**src/rtl/mem_pkg.sv**
```systemverilog
`default_nettype none
// ============================================================================
// Module  : mem_pkg
// Purpose : Shared types and constants for the memory arbiter. It holds the
//           transfer size codes, the arbiter FSM states, the requester
//           indices, the pending-request record and the round-robin helper.
// Ports   : none (package)
// Revision: 1.0 - initial release
// ============================================================================
package mem_pkg;

    // Transfer size codes. SZ_NONE on a request input means "no request".
    typedef enum logic [1:0] {
        SZ_NONE = 2'd0,
        SZ_BYTE = 2'd1,
        SZ_HALF = 2'd2,
        SZ_WORD = 2'd3
    } size_e;

    // Arbiter FSM states.
    typedef enum logic [1:0] {
        IDLE   = 2'd0,
        ACCESS = 2'd1,
        RDATA  = 2'd2,
        RESP   = 2'd3
    } state_e;

    // Requester indices, in round-robin order.
    localparam logic [1:0] C_REQ_CPU_RD = 2'd0;
    localparam logic [1:0] C_REQ_CPU_WR = 2'd1;
    localparam logic [1:0] C_REQ_DMA    = 2'd2;
    localparam int         C_NUM_REQ    = 3;

    // One captured request: full byte address, right-aligned data, size, direction.
    typedef struct packed {
        logic [31:0] addr;
        logic [31:0] data;
        logic [1:0]  size;
        logic        we;
    } req_t;

    // Next requester index in the cyclic order 0 -> 1 -> 2 -> 0.
    function automatic logic [1:0] rr_next(input logic [1:0] idx);
        return (idx == C_REQ_DMA) ? C_REQ_CPU_RD : idx + 2'd1;
    endfunction

endpackage
`default_nettype wire

```
**src/rtl/mem_lane_fmt.sv**
```systemverilog
`default_nettype none
// ============================================================================
// Module  : mem_lane_fmt
// Purpose : Combinational byte-lane formatter for a 32-bit RAM word.
//           Produces the byte enables, the replicated write data, the
//           right-aligned zero-extended read lane and the misalign flag.
//           Misaligned half/word accesses use the aligned-down lanes.
// Ports   : i_addr_lo  - byte address bits [1:0]
//           i_size     - size code (SZ_BYTE / SZ_HALF / SZ_WORD)
//           i_wdata    - right-aligned write data
//           i_rdata    - raw RAM read word
//           o_be       - RAM byte enables
//           o_wdata    - write data replicated across lanes
//           o_rdata    - selected read lane, zero-extended
//           o_misalign - access not naturally aligned for its size
// Revision: 1.0 - initial release
// ============================================================================
module mem_lane_fmt
    import mem_pkg::*;
(
    input  logic [1:0]  i_addr_lo,
    input  logic [1:0]  i_size,
    input  logic [31:0] i_wdata,
    input  logic [31:0] i_rdata,
    output logic [3:0]  o_be,
    output logic [31:0] o_wdata,
    output logic [31:0] o_rdata,
    output logic        o_misalign
);

    always_comb begin
        o_be       = 4'b0000;
        o_wdata    = i_wdata;
        o_rdata    = 32'h0;
        o_misalign = 1'b0;
        case (i_size)
            SZ_BYTE: begin
                o_be    = 4'b0001 << i_addr_lo;
                o_wdata = {4{i_wdata[7:0]}};
                case (i_addr_lo)
                    2'd0:    o_rdata = {24'h0, i_rdata[7:0]};
                    2'd1:    o_rdata = {24'h0, i_rdata[15:8]};
                    2'd2:    o_rdata = {24'h0, i_rdata[23:16]};
                    default: o_rdata = {24'h0, i_rdata[31:24]};
                endcase
            end
            SZ_HALF: begin
                // Only addr[1] picks the half; addr[0] is ignored (aligned down).
                o_be       = i_addr_lo[1] ? 4'b1100 : 4'b0011;
                o_wdata    = {2{i_wdata[15:0]}};
                o_rdata    = i_addr_lo[1] ? {16'h0, i_rdata[31:16]} : {16'h0, i_rdata[15:0]};
                o_misalign = i_addr_lo[0];
            end
            SZ_WORD: begin
                o_be       = 4'b1111;
                o_wdata    = i_wdata;
                o_rdata    = i_rdata;
                o_misalign = |i_addr_lo;
            end
            default: begin
                o_be = 4'b0000;
            end
        endcase
    end

endmodule
`default_nettype wire

```
**src/rtl/mem_arbiter.sv**
```systemverilog
`default_nettype none
// ============================================================================
// Module  : mem_arbiter
// Purpose : Round-robin arbiter that shares one single-port 32-bit RAM
//           between a CPU read port, a CPU write port and a DMA port. Each
//           requester has a one-deep pending slot. Accesses run through
//           IDLE -> ACCESS -> (RDATA) -> RESP.
// Ports   : clk, reset                      - clock, sync active-high reset
//           c_in_addr/c_in_sig_read         - CPU read request
//           c_in_ready/c_in_data            - CPU read completion / data
//           c_out_addr/c_out_data/
//           c_out_sig_write                 - CPU write request
//           c_out_ready                     - CPU write completion
//           d_addr/d_wdata/d_sig/d_we       - DMA request
//           d_ready/d_rdata                 - DMA completion / read data
//           ram_en/ram_we/ram_be/
//           ram_addr/ram_wdata/ram_rdata    - single-port RAM interface
//           misalign/overflow               - one-cycle error pulses
// Revision: 1.0 - initial release
// ============================================================================
module mem_arbiter
    import mem_pkg::*;
#(
    parameter int RAM_AW = 14
) (
    input  logic              clk,
    input  logic              reset,
    input  logic [31:0]       c_in_addr,
    input  logic [1:0]        c_in_sig_read,
    output logic              c_in_ready,
    output logic [31:0]       c_in_data,
    input  logic [31:0]       c_out_addr,
    input  logic [31:0]       c_out_data,
    input  logic [1:0]        c_out_sig_write,
    output logic              c_out_ready,
    input  logic [31:0]       d_addr,
    input  logic [31:0]       d_wdata,
    input  logic [1:0]        d_sig,
    input  logic              d_we,
    output logic              d_ready,
    output logic [31:0]       d_rdata,
    output logic              ram_en,
    output logic              ram_we,
    output logic [3:0]        ram_be,
    output logic [RAM_AW-1:0] ram_addr,
    output logic [31:0]       ram_wdata,
    input  logic [31:0]       ram_rdata,
    output logic              misalign,
    output logic              overflow
);

    state_e      r_state;
    state_e      w_state_nxt;
    req_t        r_slot [0:C_NUM_REQ-1];
    logic [2:0]  r_pend;
    logic [1:0]  r_last;
    req_t        r_cur;
    logic [1:0]  r_cur_idx;
    logic [31:0] r_rdata;
    logic        r_overflow;

    req_t        w_in [0:C_NUM_REQ-1];
    logic [2:0]  w_sig_valid;
    logic        w_grant;
    logic [1:0]  w_grant_idx;
    logic [2:0]  w_grant_mask;
    logic [1:0]  w_c1;
    logic [1:0]  w_c2;
    logic [1:0]  w_c3;
    logic [3:0]  w_be;
    logic [31:0] w_wdata_rep;
    logic [31:0] w_rdata_ext;
    logic        w_misalign;
    logic        w_unused_addr_hi;

    // Address bits above the RAM window are deliberately dropped (wrap).
    assign w_unused_addr_hi = ^r_cur.addr[31:RAM_AW+2];

    // Normalise the three request ports into common records.
    always_comb begin
        w_in[C_REQ_CPU_RD] = '{addr: c_in_addr,  data: 32'h0,      size: c_in_sig_read,   we: 1'b0};
        w_in[C_REQ_CPU_WR] = '{addr: c_out_addr, data: c_out_data, size: c_out_sig_write, we: 1'b1};
        w_in[C_REQ_DMA]    = '{addr: d_addr,     data: d_wdata,    size: d_sig,           we: d_we};
        w_sig_valid        = {|d_sig, |c_out_sig_write, |c_in_sig_read};
    end

    // Round-robin pick: search starts just after the last granted index.
    always_comb begin
        w_c1 = rr_next(r_last);
        w_c2 = rr_next(w_c1);
        w_c3 = rr_next(w_c2);
        w_grant = (r_state == IDLE) && (|r_pend);
        if (r_pend[w_c1]) begin
            w_grant_idx = w_c1;
        end else if (r_pend[w_c2]) begin
            w_grant_idx = w_c2;
        end else begin
            w_grant_idx = w_c3;
        end
        w_grant_mask = w_grant ? (3'b001 << w_grant_idx) : 3'b000;
    end

    // Pending slots. A pulse into a busy slot is dropped unless that slot is
    // being granted in the same cycle, in which case the new pulse refills it.
    always_ff @(posedge clk) begin
        if (reset) begin
            r_pend     <= 3'b000;
            r_overflow <= 1'b0;
            for (int i = 0; i < C_NUM_REQ; i++) begin
                r_slot[i] <= '0;
            end
        end else begin
            r_overflow <= |(w_sig_valid & r_pend & ~w_grant_mask);
            for (int i = 0; i < C_NUM_REQ; i++) begin
                if (w_sig_valid[i] && (!r_pend[i] || w_grant_mask[i])) begin
                    r_pend[i] <= 1'b1;
                    r_slot[i] <= w_in[i];
                end else if (w_grant_mask[i]) begin
                    r_pend[i] <= 1'b0;
                end
            end
        end
    end

    // Granted request and round-robin pointer.
    always_ff @(posedge clk) begin
        if (reset) begin
            r_cur     <= '0;
            r_cur_idx <= C_REQ_CPU_RD;
            r_last    <= C_REQ_DMA;
        end else if (w_grant) begin
            r_cur     <= r_slot[w_grant_idx];
            r_cur_idx <= w_grant_idx;
            r_last    <= w_grant_idx;
        end
    end

    // Shared read-data register; holds its value between reads.
    always_ff @(posedge clk) begin
        if (reset) begin
            r_rdata <= 32'h0;
        end else if (r_state == RDATA) begin
            r_rdata <= w_rdata_ext;
        end
    end

    always_ff @(posedge clk) begin
        if (reset) begin
            r_state <= IDLE;
        end else begin
            r_state <= w_state_nxt;
        end
    end

    mem_lane_fmt u_lane_fmt (
        .i_addr_lo  (r_cur.addr[1:0]),
        .i_size     (r_cur.size),
        .i_wdata    (r_cur.data),
        .i_rdata    (ram_rdata),
        .o_be       (w_be),
        .o_wdata    (w_wdata_rep),
        .o_rdata    (w_rdata_ext),
        .o_misalign (w_misalign)
    );

    // Next state and state-decoded outputs.
    always_comb begin
        w_state_nxt = r_state;
        ram_en      = 1'b0;
        ram_we      = 1'b0;
        ram_be      = 4'b0000;
        ram_addr    = '0;
        ram_wdata   = 32'h0;
        misalign    = 1'b0;
        c_in_ready  = 1'b0;
        c_out_ready = 1'b0;
        d_ready     = 1'b0;
        case (r_state)
            IDLE: begin
                if (|r_pend) begin
                    w_state_nxt = ACCESS;
                end
            end
            ACCESS: begin
                ram_en      = 1'b1;
                ram_we      = r_cur.we;
                ram_be      = w_be;
                ram_addr    = r_cur.addr[RAM_AW+1:2];
                ram_wdata   = w_wdata_rep;
                misalign    = w_misalign;
                w_state_nxt = r_cur.we ? RESP : RDATA;
            end
            RDATA: begin
                w_state_nxt = RESP;
            end
            RESP: begin
                c_in_ready  = (r_cur_idx == C_REQ_CPU_RD);
                c_out_ready = (r_cur_idx == C_REQ_CPU_WR);
                d_ready     = (r_cur_idx == C_REQ_DMA);
                w_state_nxt = IDLE;
            end
            default: begin
                w_state_nxt = IDLE;
            end
        endcase
    end

    assign c_in_data = r_rdata;
    assign d_rdata   = r_rdata;
    assign overflow  = r_overflow;

endmodule
`default_nettype wire

```
**config.mk**
```make
export PLATFORM = sky130hd
export DESIGN_NAME = mem_arbiter
export DESIGN_NICKNAME = d
export VERILOG_FILES = /design/src/rtl/mem_pkg.sv /design/src/rtl/mem_lane_fmt.sv /design/src/rtl/mem_arbiter.sv
export SDC_FILE = /design/constraint.sdc
export NUM_CORES = 1
export LEC_CHECK = 0
export CAP_MARGIN = 40
export CORE_MARGIN = 3
export CORE_UTILIZATION = 50
export CTS_CLUSTER_SIZE = 16
export DETAILED_ROUTE_END_ITERATION = 12
export PLACE_DENSITY = 0.81
export SYNTH_ARGS = -nofsm -noshare
export SYNTH_HDL_FRONTEND = slang
export SYNTH_HIERARCHICAL = 1
export SYNTH_SLANG_ARGS = --single-unit
```
**constraint.sdc**
```tcl
create_clock -name clk -period 6.7 [get_ports clk]
set_input_delay 1.34 -clock clk [delete_from_list [all_inputs] [get_ports clk]]
set_output_delay 1.34 -clock clk [all_outputs]
set_load 0.03 [all_outputs]
```
==> results of run 1 <==
-- metrics by stage --
step / instances / hold slack [ns]
final: 1614 / 0.481
after global routing: 1614 / 0.497
after CTS: 1613 / 0.484
after detailed placement: 1571 / 0.468
after global placement: 1562 / 0.458
after floorplan: 1144 / 0.454
-- final timing paths --
| check | cells past startpoint | slack, ns | from | to |
|---|---|---|---|---|
| worst max-delay path | 7 | 2.24 | r_cur[1]$_SDFFE_PP0P_ | ram_wdata[8] |
| worst min-delay path | 2 | 0.48 | r_slot[2][37]$_SDFFCE_PN0P_ | r_cur[37]$_SDFFE_PP0P_ |
| worst max register to register | 8 | 2.94 | r_state[1]$_SDFFE_PP0P_ | r_slot[2][24]$_SDFFCE_PN0P_ |
| worst min register to register | 2 | 0.48 | r_slot[2][37]$_SDFFCE_PN0P_ | r_cur[37]$_SDFFE_PP0P_ |
-- registers in the layout (all words and copies together) (netlist names) --
signal / flops
r_state: 2
overflow: 1
r_cur_idx: 1
c_in_data: 32
r_pend: 3
r_last: 2
r_cur: 51
r_slot: 120
-- cell type report --
class / count / area share [%]
Clock buffer: 32 / 4.18
Tap cell: 280 / 2.41
Sequential cell: 212 / 37.4
Clock inverter: 10 / 0.954
Inverter: 18 / 0.481
Multi-Input combinational cell: 764 / 33.5
Timing Repair Buffer: 298 / 21.1
-- critical path, delay by kind of cell (launching register included) --
family,cells,cell delay (ns)
buffers and inverters,3,1.11
and+or+nand+nor,2,0.52
adders and majority gates,1,0.40
DFF,1,0.35
AOI/OAI and AO/OA,1,0.22
-- logic make-up (layout without fill, tap and decap cells) --
group | after synthesis | in the layout
buffers and inverters | 168 | 358
adders and majority gates | 9 | 9
AOI/OAI and AO/OA | 332 | 332
and+or+nand+nor | 341 | 341
DFF | 212 | 212
muxes | 82 | 82
-- power by group through the flow --
stage          combinational [W]  clock, W  sequential (W)
2_1_floorplan            0.00120         0         0.00176
3_3_place_gp             0.00161         0         0.00179
3_5_place_dp             0.00171         0         0.00180
4_1_cts                  0.00172   0.00129         0.00178
5_1_grt                  0.00187   0.00134         0.00180
6_report                 0.00175   0.00127         0.00178
-- synthesized netlist by cell type, types with 2 or more instances --
| cell type | n | area, um^2 |
|---|---|---|
| nor3_1 | 2 | 10.0 |
| mux2_2 | 15 | 169 |
| nor2_2 | 2 | 12.5 |
| or2_2 | 2 | 12.5 |
| a22o_1 | 9 | 78.8 |
| inv_2 | 2 | 7.51 |
| clkbuf_1 | 51 | 191 |
| nand2b_1 | 5 | 31.3 |
| mux2_1 | 27 | 304 |
| o22ai_2 | 2 | 25.0 |
| a21oi_1 | 178 | 891 |
| o211ai_2 | 10 | 125 |
| a22oi_1 | 60 | 450 |
| nor2b_1 | 4 | 25.0 |
| mux2_4 | 8 | 120 |
| o21ai_0 | 2 | 10.0 |
| nor3b_1 | 2 | 15.0 |
| o22ai_1 | 8 | 50.1 |
| buf_1 | 4 | 15.0 |
| a22oi_2 | 10 | 125 |
| nand3_1 | 53 | 265 |
| o21ai_1 | 3 | 15.0 |
| dfxtp_1 | 92 | 1840 |
| o211ai_1 | 8 | 60.1 |
| ha_1 | 9 | 113 |
| buf_4 | 45 | 338 |
| a221oi_1 | 2 | 17.5 |
| edfxtp_1 | 120 | 3600 |
| mux2i_1 | 32 | 320 |
| buf_2 | 37 | 185 |
| and2_1 | 72 | 450 |
| nor2_1 | 58 | 218 |
| inv_1 | 16 | 60.1 |
| buf_6 | 12 | 135 |
| a32oi_1 | 33 | 289 |
| nand2_1 | 135 | 507 |
-- metal layers --
layer	track usage [%]	wire length, um	up-vias
met5	0	0	-
met4	9.92	1250	0
met3	3.94	2540	77
met2	44.4	16100	520
met1	32.4	12800	4526
li1	-	-	4448
==> impl_metrics.json, run 1 <==
{
  "fmax_mhz": 224,
  "die_y_um": 156,
  "internal-power_w": 0.00305,
  "synth_compound_area_share_pct": 19.9,
  "place_hpwl_um": 21700,
  "regArea_um2": 5450,
  "swShare_pct": 36.4,
  "muxShareOfSynthArea_pct": 8.13,
  "multi_input_area_um2": 4880,
  "rsz0062_at_grt": "no",
  "rows": 54,
  "synthCells": 1144,
  "wl_per_cell_um": 20.2,
  "setup_viol": 0,
  "worst_pin_slew_ns": 0.937,
  "core-area_um2": 22000,
  "critPathCaptureType": "primary output",
  "die-area_um2": 24300,
  "power_w": 0.00480,
  "vdd_drop_max_uv": 215,
  "postRouteAntennaNets": 0,
  "post-place-ws_ns": 2.79,
  "cts_resized": 0,
  "final_common_cell": "clkdlybuf4s50_1",
  "critPathKind": "reg2out",
  "p_seq_share_pct": 37.1,
  "grt_usage_pct": 25.7,
  "ys_seq_area_share_pct": 48.4,
  "syn_area_per_cell_um2": 9.83,
  "numCtsBuffers": 23,
  "start_util_pct": 51.2,
  "power.density_nw_per_um2": 330,
  "outcome": "finished, final reports clean",
  "netlist_area_um2": 11200,
  "required_ns": 5.36,
  "drcViolationCount": 0,
  "placed_area_um2": 13800,
  "drive_gt1_share_pct": 8.85,
  "area_growth_pct": 29.6,
  "grt_pass1_wl_um": 50000,
  "synth_top_family_by_area": "compound AO/OA/AOI/OAI gates",
  "cp_slowest_cell": "clkdlybuf4s50_1",
  "yosys_register_bits": 212,
  "synth_fa_ha_area_share_pct": 1.00,
  "start_kind": "flop",
  "power_frac_clock_pct": 26.5,
  "hold_viol_final": 0,
  "cts.sinks": 212,
  "synth-simple-area-share_pct": 14.2,
  "fin_util_pct": 66.3,
  "path_clk_slew_ns": 0.06,
  "path_cells": "inv_1 -> ha_1 -> buf_4 -> nand2b_1 -> a22o_1 -> and2_1 -> clkdlybuf4s50_1",
  "numPortBuffers": 273,
  "period_needed_ns": 4.46,
  "p_sw_w": 0.00175,
  "drt_iter0_markers": 820,
  "tritoncts": "yes",
  "hold_path_class": "reg2reg",
  "antenna_found_initial": 0,
  "grt_max_degree": 108,
  "final_cell_area_um2": 14600,
  "htree_levels": 1,
  "cts_setup_buffers": 0,
  "synth_fp_nets": 1354,
  "gr-total-overflow": 0,
  "path_max_fanout": 21,
  "cap_violations": 0,
  "boundaryPins": 322,
  "clock-root-buffer": "clkbuf_16",
  "fillCellCount": 1714,
  "power_frac_comb_pct": 36.4,
  "yosysWarnings": 6,
  "final_cell_mix": "272 x clkdlybuf4s50_1, 178 x a21oi_1, 133 x nand2_1, 120 x edfxtp_1, 92 x dfxtp_1",
  "viasPerCell": 5.93,
  "slowest_delay_ns": 0.66,
  "num_antenna_cells": 0,
  "yosys.area_share.xor_xnor_pct": 0,
  "fin_nets": 1527,
  "slew_headroom_pct": 37.6,
  "die_w_um": 156,
  "first_global_vias": 9246,
  "arrival_ns": 3.12,
  "wl_um": 32700,
  "synth_cell_type_count": 50,
  "tns_ns": 0,
  "period_share_pct": 66.5,
  "p_leak_nw": 5.26,
  "synthFlopType": "edfxtp_1",
  "clock_path_buffers": 3,
  "async_reset_ff_share_pct": 0,
  "ctsHoldBuffers": 0,
  "fin_skew_ns": 0.00654,
  "gp_congestion": 0.831,
  "synth_edf_count": 120,
  "clock_latency_ns": 0.52,
  "finalMaxSlewViolations": 0,
  "fin_ws_ns": 2.24,
  "firstDrtPassIters": 5,
  "vias": 9571
}
(Power assumes the default switching activity.)
==> run 2, diff against run 1 <==
--- a/config.mk
+++ b/config.mk
@@ -7,10 +7,10 @@
 export LEC_CHECK = 0
 export CAP_MARGIN = 40
 export CORE_MARGIN = 3
-export CORE_UTILIZATION = 50
+export CORE_UTILIZATION = 49
 export CTS_CLUSTER_SIZE = 16
 export DETAILED_ROUTE_END_ITERATION = 12
-export PLACE_DENSITY = 0.81
+export PLACE_DENSITY = 0.8
 export SYNTH_ARGS = -nofsm -noshare
 export SYNTH_HDL_FRONTEND = slang
 export SYNTH_HIERARCHICAL = 1
==> constraint.sdc (replaced) <==
create_clock -name clk -period 4.45 [get_ports clk]
set_input_delay 0.89 -clock clk [delete_from_list [all_inputs] [get_ports clk]]
set_output_delay 0.89 -clock clk [all_outputs]
set_load 0.03 [all_outputs]
==> run 2 against run 1 <==
Clock skew rose by 0.0073 ns. Die area rose by 2.0%. Largest cell class unchanged. Count of clock-buffer cells in the layout fell by 3. Flip-flop and latch count did not move. Via count barely moved. Critical path depth did not move. Sequential share of layout area rose by 0.10 points. Largest power group unchanged. Register-to-register slack got worse by 1.5 ns. Global-route usage fell by 0.41 points. Worst setup slack got worse by 1.7 ns. Sequential power rose by 51%.
==> impl_metrics.json, run 2 (same netlist as run 1, synthesis figures left out) <==
{
  "rr_worst_depth": 7,
  "gp_congestion": 0.917,
  "final_cell_mix": "272 x clkdlybuf4s50_1, 178 x a21oi_1, 133 x nand2_1, 120 x edfxtp_1, 92 x dfxtp_1",
  "drive_gt1_share_pct": 9.51,
  "r2r-start": "r_state[1]$_SDFFE_PP0P_",
  "tns_ns": 0,
  "numPortBuffers": 273,
  "fin_ws_ns": 0.577,
  "finalMaxSlewViolations": 0,
  "num_antenna_cells": 0,
  "die_y_um": 157,
  "slowest_delay_ns": 0.61,
  "rsz0062_at_grt": "no",
  "die-area_um2": 24800,
  "critPathCaptureType": "primary output",
  "rows": 54,
  "drcViolationCount": 0,
  "r2r_setup_slack_ns": 1.48,
  "hold_path_class": "reg2reg",
  "grt_max_degree": 90,
  "grt_pass1_wl_um": 49900,
  "area_growth_pct": 29.2,
  "rr_endpoint": "r_slot[1][7]$_SDFFCE_PN0P_",
  "outcome": "finished, final reports clean",
  "drt_iter0_markers": 893,
  "boundaryPins": 322,
  "path_max_fanout": 33,
  "cts_resized": 0,
  "arrival_ns": 2.98,
  "cp_slowest_cell": "clkdlybuf4s50_1",
  "fmax_mhz": 258,
  "start_util_pct": 50.7,
  "slew_headroom_pct": 39.0,
  "placedCellCount": 1574,
  "critPathTopFamily": "buffers and inverters",
  "power_w": 0.00726,
  "whs_endpoint": "r_cur[1]$_SDFFE_PP0P_",
  "postRouteAntennaNets": 0,
  "clock_path_buffers": 3,
  "required_ns": 3.56,
  "vias": 9562,
  "power.density_nw_per_um2": 500,
  "min_from": "r_slot[2][1]$_SDFFCE_PN0P_",
  "hold_viol_final": 0,
  "gr-total-overflow": 0,
  "p_leak_nw": 5.27,
  "htree_levels": 1,
  "critPathKind": "reg2out",
  "wl_um": 32800,
  "ctsHoldBuffers": 0,
  "antenna_found_initial": 0,
  "vdd_drop_max_uv": 302,
  "first_global_vias": 9043,
  "tritoncts": "yes",
  "worst_pin_slew_ns": 0.915,
  "grt_usage_pct": 25.3,
  "fin_nets": 1529,
  "min_delay_path_depth": 2,
  "numCtsBuffers": 23,
  "post-place-ws_ns": 1.13,
  "clock-root-buffer": "clkbuf_16",
  "path_buf_inv": 3,
  "viasPerCell": 5.92,
  "path_cells": "inv_1 -> ha_1 -> buf_4 -> nand2b_1 -> a22o_1 -> and2_1 -> clkdlybuf4s50_1",
  "firstDrtPassIters": 5,
  "cts.sinks": 212,
  "place_hpwl_um": 22000,
  "cap_violations": 0,
  "period_needed_ns": 3.87,
  "die_w_um": 157,
  "final-instance-count-excl-fill": 1616,
  "largest_reg_flops": 120,
  "final_common_cell": "clkdlybuf4s50_1",
  "fin_skew_ns": 0.0138,
  "fin_util_pct": 65.5,
  "cts_setup_buffers": 0,
  "setup_viol": 0,
  "wl_per_cell_um": 20.3,
  "period_share_pct": 87.0,
  "path_clk_slew_ns": 0.06,
  "core-area_um2": 22200,
  "clock_latency_ns": 0.53,
  "start_kind": "flop",
  "largest_register": "r_slot"
}
run 2: cell count changes in the layout (fill, tap and decap cells not counted), sizes merged:
cell and change:
clkinv +2, buf +2, bufinv +1, clkbuf -3
run 2: layout make-up:
class	instances	area [um^2]
fillers	1751	7640
flip-flops and latches	212	5450
multi-input cells	764	4880
repair buffers	300	2970
clock buffers	29	628
well taps	280	350
clock inverters	13	185
inverters	18	70.1
run 2: through the flow:
step | hold slack [ns] | cell area (um^2)
2_1_floorplan | 0.454 | 11200
3_3_place_gp | 0.459 | 13600
3_5_place_dp | 0.467 | 13700
4_1_cts | 0.483 | 14500
5_1_grt | 0.511 | 14500
6_report | 0.484 | 14500
run 2: metal layers:
layer / up-vias / GRT usage (%) / wire length (um)
li1: 4442 / - / -
met1: 4520 / 33.2 / 12900
met2: 521 / 43.0 / 16000
met3: 79 / 3.24 / 2670
met4: 0 / 9.05 / 1150
met5: - / 0 / 0
run 2: worst min-delay path: stages (launching register included):
cell and delay (ns):
edfxtp_1 0.32, nand3_1 0.07, o211ai_2 0.06
run 2: report_power, final:
group	switching [W]	total (W)	internal (W)
Clock	0.000805	0.00205	0.00124
Combinational	0.00162	0.00253	0.000913
Sequential	0.000209	0.00268	0.00247
run 2: worst max path at each step:
stage / from / cells past startpoint / to
floorplan: reset / 5 / r_slot[2][0]$_SDFFCE_PN0P_
detailed placement: r_cur[1]$_SDFFE_PP0P_ / 7 / ram_wdata[10]
global placement: reset / 4 / r_slot[2][46]$_SDFFCE_PN0P_
finish: r_cur[1]$_SDFFE_PP0P_ / 7 / ram_wdata[11]
global route: r_cur[1]$_SDFFE_PP0P_ / 5 / ram_wdata[10]
CTS: r_cur[1]$_SDFFE_PP0P_ / 7 / ram_wdata[10]
==> run 3, diff against run 2 <==
--- a/config.mk
+++ b/config.mk
@@ -7,11 +7,10 @@
 export LEC_CHECK = 0
 export CAP_MARGIN = 40
 export CORE_MARGIN = 3
-export CORE_UTILIZATION = 49
+export CORE_UTILIZATION = 48
 export CTS_CLUSTER_SIZE = 16
 export DETAILED_ROUTE_END_ITERATION = 12
-export PLACE_DENSITY = 0.8
+export PLACE_DENSITY = 0.79
 export SYNTH_ARGS = -nofsm -noshare
 export SYNTH_HDL_FRONTEND = slang
-export SYNTH_HIERARCHICAL = 1
 export SYNTH_SLANG_ARGS = --single-unit
==> run 3 against run 2 <==
Clock power fell by 15%. Sequential share of layout area rose by 0.61 points. Cell area shrank 1.6%. Critical path depth down 1. Critical endpoint is now ram_wdata[22]. Largest power group unchanged. Highest routed layer unchanged.
==> impl_metrics.json, run 3 <==
{
  "hold_path_class": "reg2reg",
  "yosysWarnings": 0,
  "core-area_um2": 22200,
  "power.density_nw_per_um2": 468,
  "gp_congestion": 0.915,
  "finalMaxSlewViolations": 0,
  "path_max_fanout": 18,
  "rsz0062_at_grt": "no",
  "ctsHoldBuffers": 0,
  "grt_usage_pct": 24.9,
  "placed_area_um2": 13600,
  "arrival_ns": 3.02,
  "area_growth_pct": 28.9,
  "gr-total-overflow": 0,
  "fin_skew_ns": 0.0200,
  "cap_violations": 0,
  "die-area_um2": 25000,
  "fmax_mhz": 255,
  "final_common_cell": "clkdlybuf4s50_1",
  "postRouteAntennaNets": 0,
  "drt_iter0_markers": 993,
  "clock-root-buffer": "clkbuf_16",
  "synth.most_common_cell": "nand2_1",
  "cts_resized": 0,
  "numPortBuffers": 273,
  "ys_seq_area_share_pct": 49.1,
  "first_global_vias": 8789,
  "tns_ns": 0,
  "critPathKind": "reg2out",
  "worst_pin_slew_ns": 0.870,
  "cts_setup_buffers": 0,
  "fin_nets": 1458,
  "period_needed_ns": 3.91,
  "drive_gt1_share_pct": 17.2,
  "clock_latency_ns": 0.51,
  "final_cell_mix": "272 x clkdlybuf4s50_1, 137 x nand2_1, 120 x edfxtp_1, 100 x a21oi_2, 92 x dfxtp_1",
  "slowest_delay_ns": 0.74,
  "synth.area.top_cells": "edfxtp_1 32%, dfxtp_1 17%, a21oi_2 7.9%",
  "p_leak_nw": 4.98,
  "synth_common_cells": "139 x nand2_1, 120 x edfxtp_1, 100 x a21oi_2",
  "clock_path_buffers": 3,
  "vdd_drop_max_uv": 289,
  "htree_levels": 1,
  "cp_slowest_cell": "clkdlybuf4s50_1",
  "drcViolationCount": 0,
  "grt_max_degree": 121,
  "synthFlopType": "edfxtp_1",
  "grt_pass1_wl_um": 49200,
  "yosys_register_bits": 212,
  "netlist_area_um2": 11100,
  "rows": 54,
  "viasPerCell": 5.97,
  "critPathCaptureType": "primary output",
  "path_cells": "inv_1 -> ha_1 -> buf_4 -> nand2b_1 -> a21boi_0 -> clkdlybuf4s50_1",
  "synth_top_area_share_pct": 32.5,
  "path_clk_slew_ns": 0.06,
  "start_util_pct": 49.9,
  "cts.sinks": 212,
  "tritoncts": "yes",
  "slew_headroom_pct": 42.0,
  "boundaryPins": 322,
  "hold_viol_final": 0,
  "numCtsBuffers": 23,
  "period_share_pct": 88.0,
  "async_reset_ff_share_pct": 0,
  "synth_fp_nets": 1271,
  "final_cell_area_um2": 14300,
  "syn_area_per_cell_um2": 10.5,
  "place_hpwl_um": 21800,
  "synth_edf_count": 120,
  "synthCells": 1061,
  "synth_cell_type_count": 57,
  "vias": 9232,
  "wl_um": 32500,
  "largest_reg_flops": 120,
  "wl_per_cell_um": 21.0,
  "die_w_um": 158,
  "start_kind": "flop",
  "antenna_found_initial": 1,
  "largest_register": "r_slot",
  "setup_viol": 0,
  "outcome": "finished, final reports clean",
  "required_ns": 3.56,
  "firstDrtPassIters": 6,
  "die_y_um": 158,
  "synth_largest_area_cell": "edfxtp_1"
}
-- run 3: changes by cell type in the layout (fill, tap and decap cells not counted), sizes merged, moves of 9 or more --
cell,change
mux2,-24
a222oi,+12
and2,-47
mux2i,-31
nor2b,+10
nand2b,+12
o22ai,-9
a21oi,-15
a21boi,+10
nor2,-24
-- run 3: logic make-up (layout without fill, tap and decap cells) --
family,Yosys count,in the layout,share of synthesized area [%]
adder cells (fa/ha/maj),9,9,1.02
multiplexers,32,32,3.75
flip-flops,212,212,49.1
other,0,1,0
AND/OR/NAND/NOR,306,306,12.9
AO/OA/AOI/OAI,351,351,25.1
buffers and inverters,151,355,8.09
-- run 3: final timing paths --
path,start,end,slack [ns],cells past startpoint
worst max-delay path,r_cur[1]$_SDFFE_PP0P_,ram_wdata[22],0.54,6
worst min-delay path,r_slot[2][41]$_SDFFCE_PN0P_,r_cur[41]$_SDFFE_PP0P_,0.48,2
worst max register to register,r_pend[1]$_SDFFE_PP0P_,r_slot[2][17]$_SDFFCE_PN0P_,1.72,5
worst min register to register,r_slot[2][41]$_SDFFCE_PN0P_,r_cur[41]$_SDFFE_PP0P_,0.48,2
-- run 3: report_power, final --
group / total, W / switching [W] / leakage [nW] / internal [W]
registers: 0.00268 / 0.000232 / 2.06 / 0.00245
clock network: 0.00175 / 0.000761 / 0.331 / 0.000989
logic: 0.00226 / 0.00144 / 2.58 / 0.000817
-- run 3: cell type report --
type | instances | area [um^2]
tap | 280 | 350
sequential | 212 | 5450
fill | 1779 | 7940
clock buffer | 32 | 629
inverter | 14 | 55.1
timing repair buffer | 299 | 2990
multi-input combinational | 698 | 4760
antenna | 1 | 2.50
clock inverter | 10 | 55.1
-- run 3: per-layer routing --
metal  routed length, um  GRT usage [%]  vias up
met1               12400           31.6     4396
met4                1170           9.01        0
li1                    -              -     4279
met3                2820           3.39       68
met2               16100           43.6      489
met5                   0              0        -
-- run 3: worst max-delay path: cells and delay by family, from the launching register on --
kind / cells / cell delay (ns)
buffers and inverters: 3 / 1.13
AO/OA/AOI/OAI: 1 / 0.28
flip-flops: 1 / 0.43
AND/OR/NAND/NOR: 1 / 0.14
adder cells (fa/ha/maj): 1 / 0.53
-- run 3: through the flow --
stage	hold slack, ns	setup WS (ns)	power, W	utilization (%)	std cells
2_1_floorplan	0.454	1.23	0.00424	-	1061
3_3_place_gp	0.461	1.13	0.00488	61.0	1499
3_5_place_dp	0.474	1.13	0.00494	61.2	1503
4_1_cts	0.487	0.560	0.00670	64.3	1545
5_1_grt	0.508	0.380	0.00698	64.3	1546
6_report	0.475	0.535	0.00669	64.3	1546
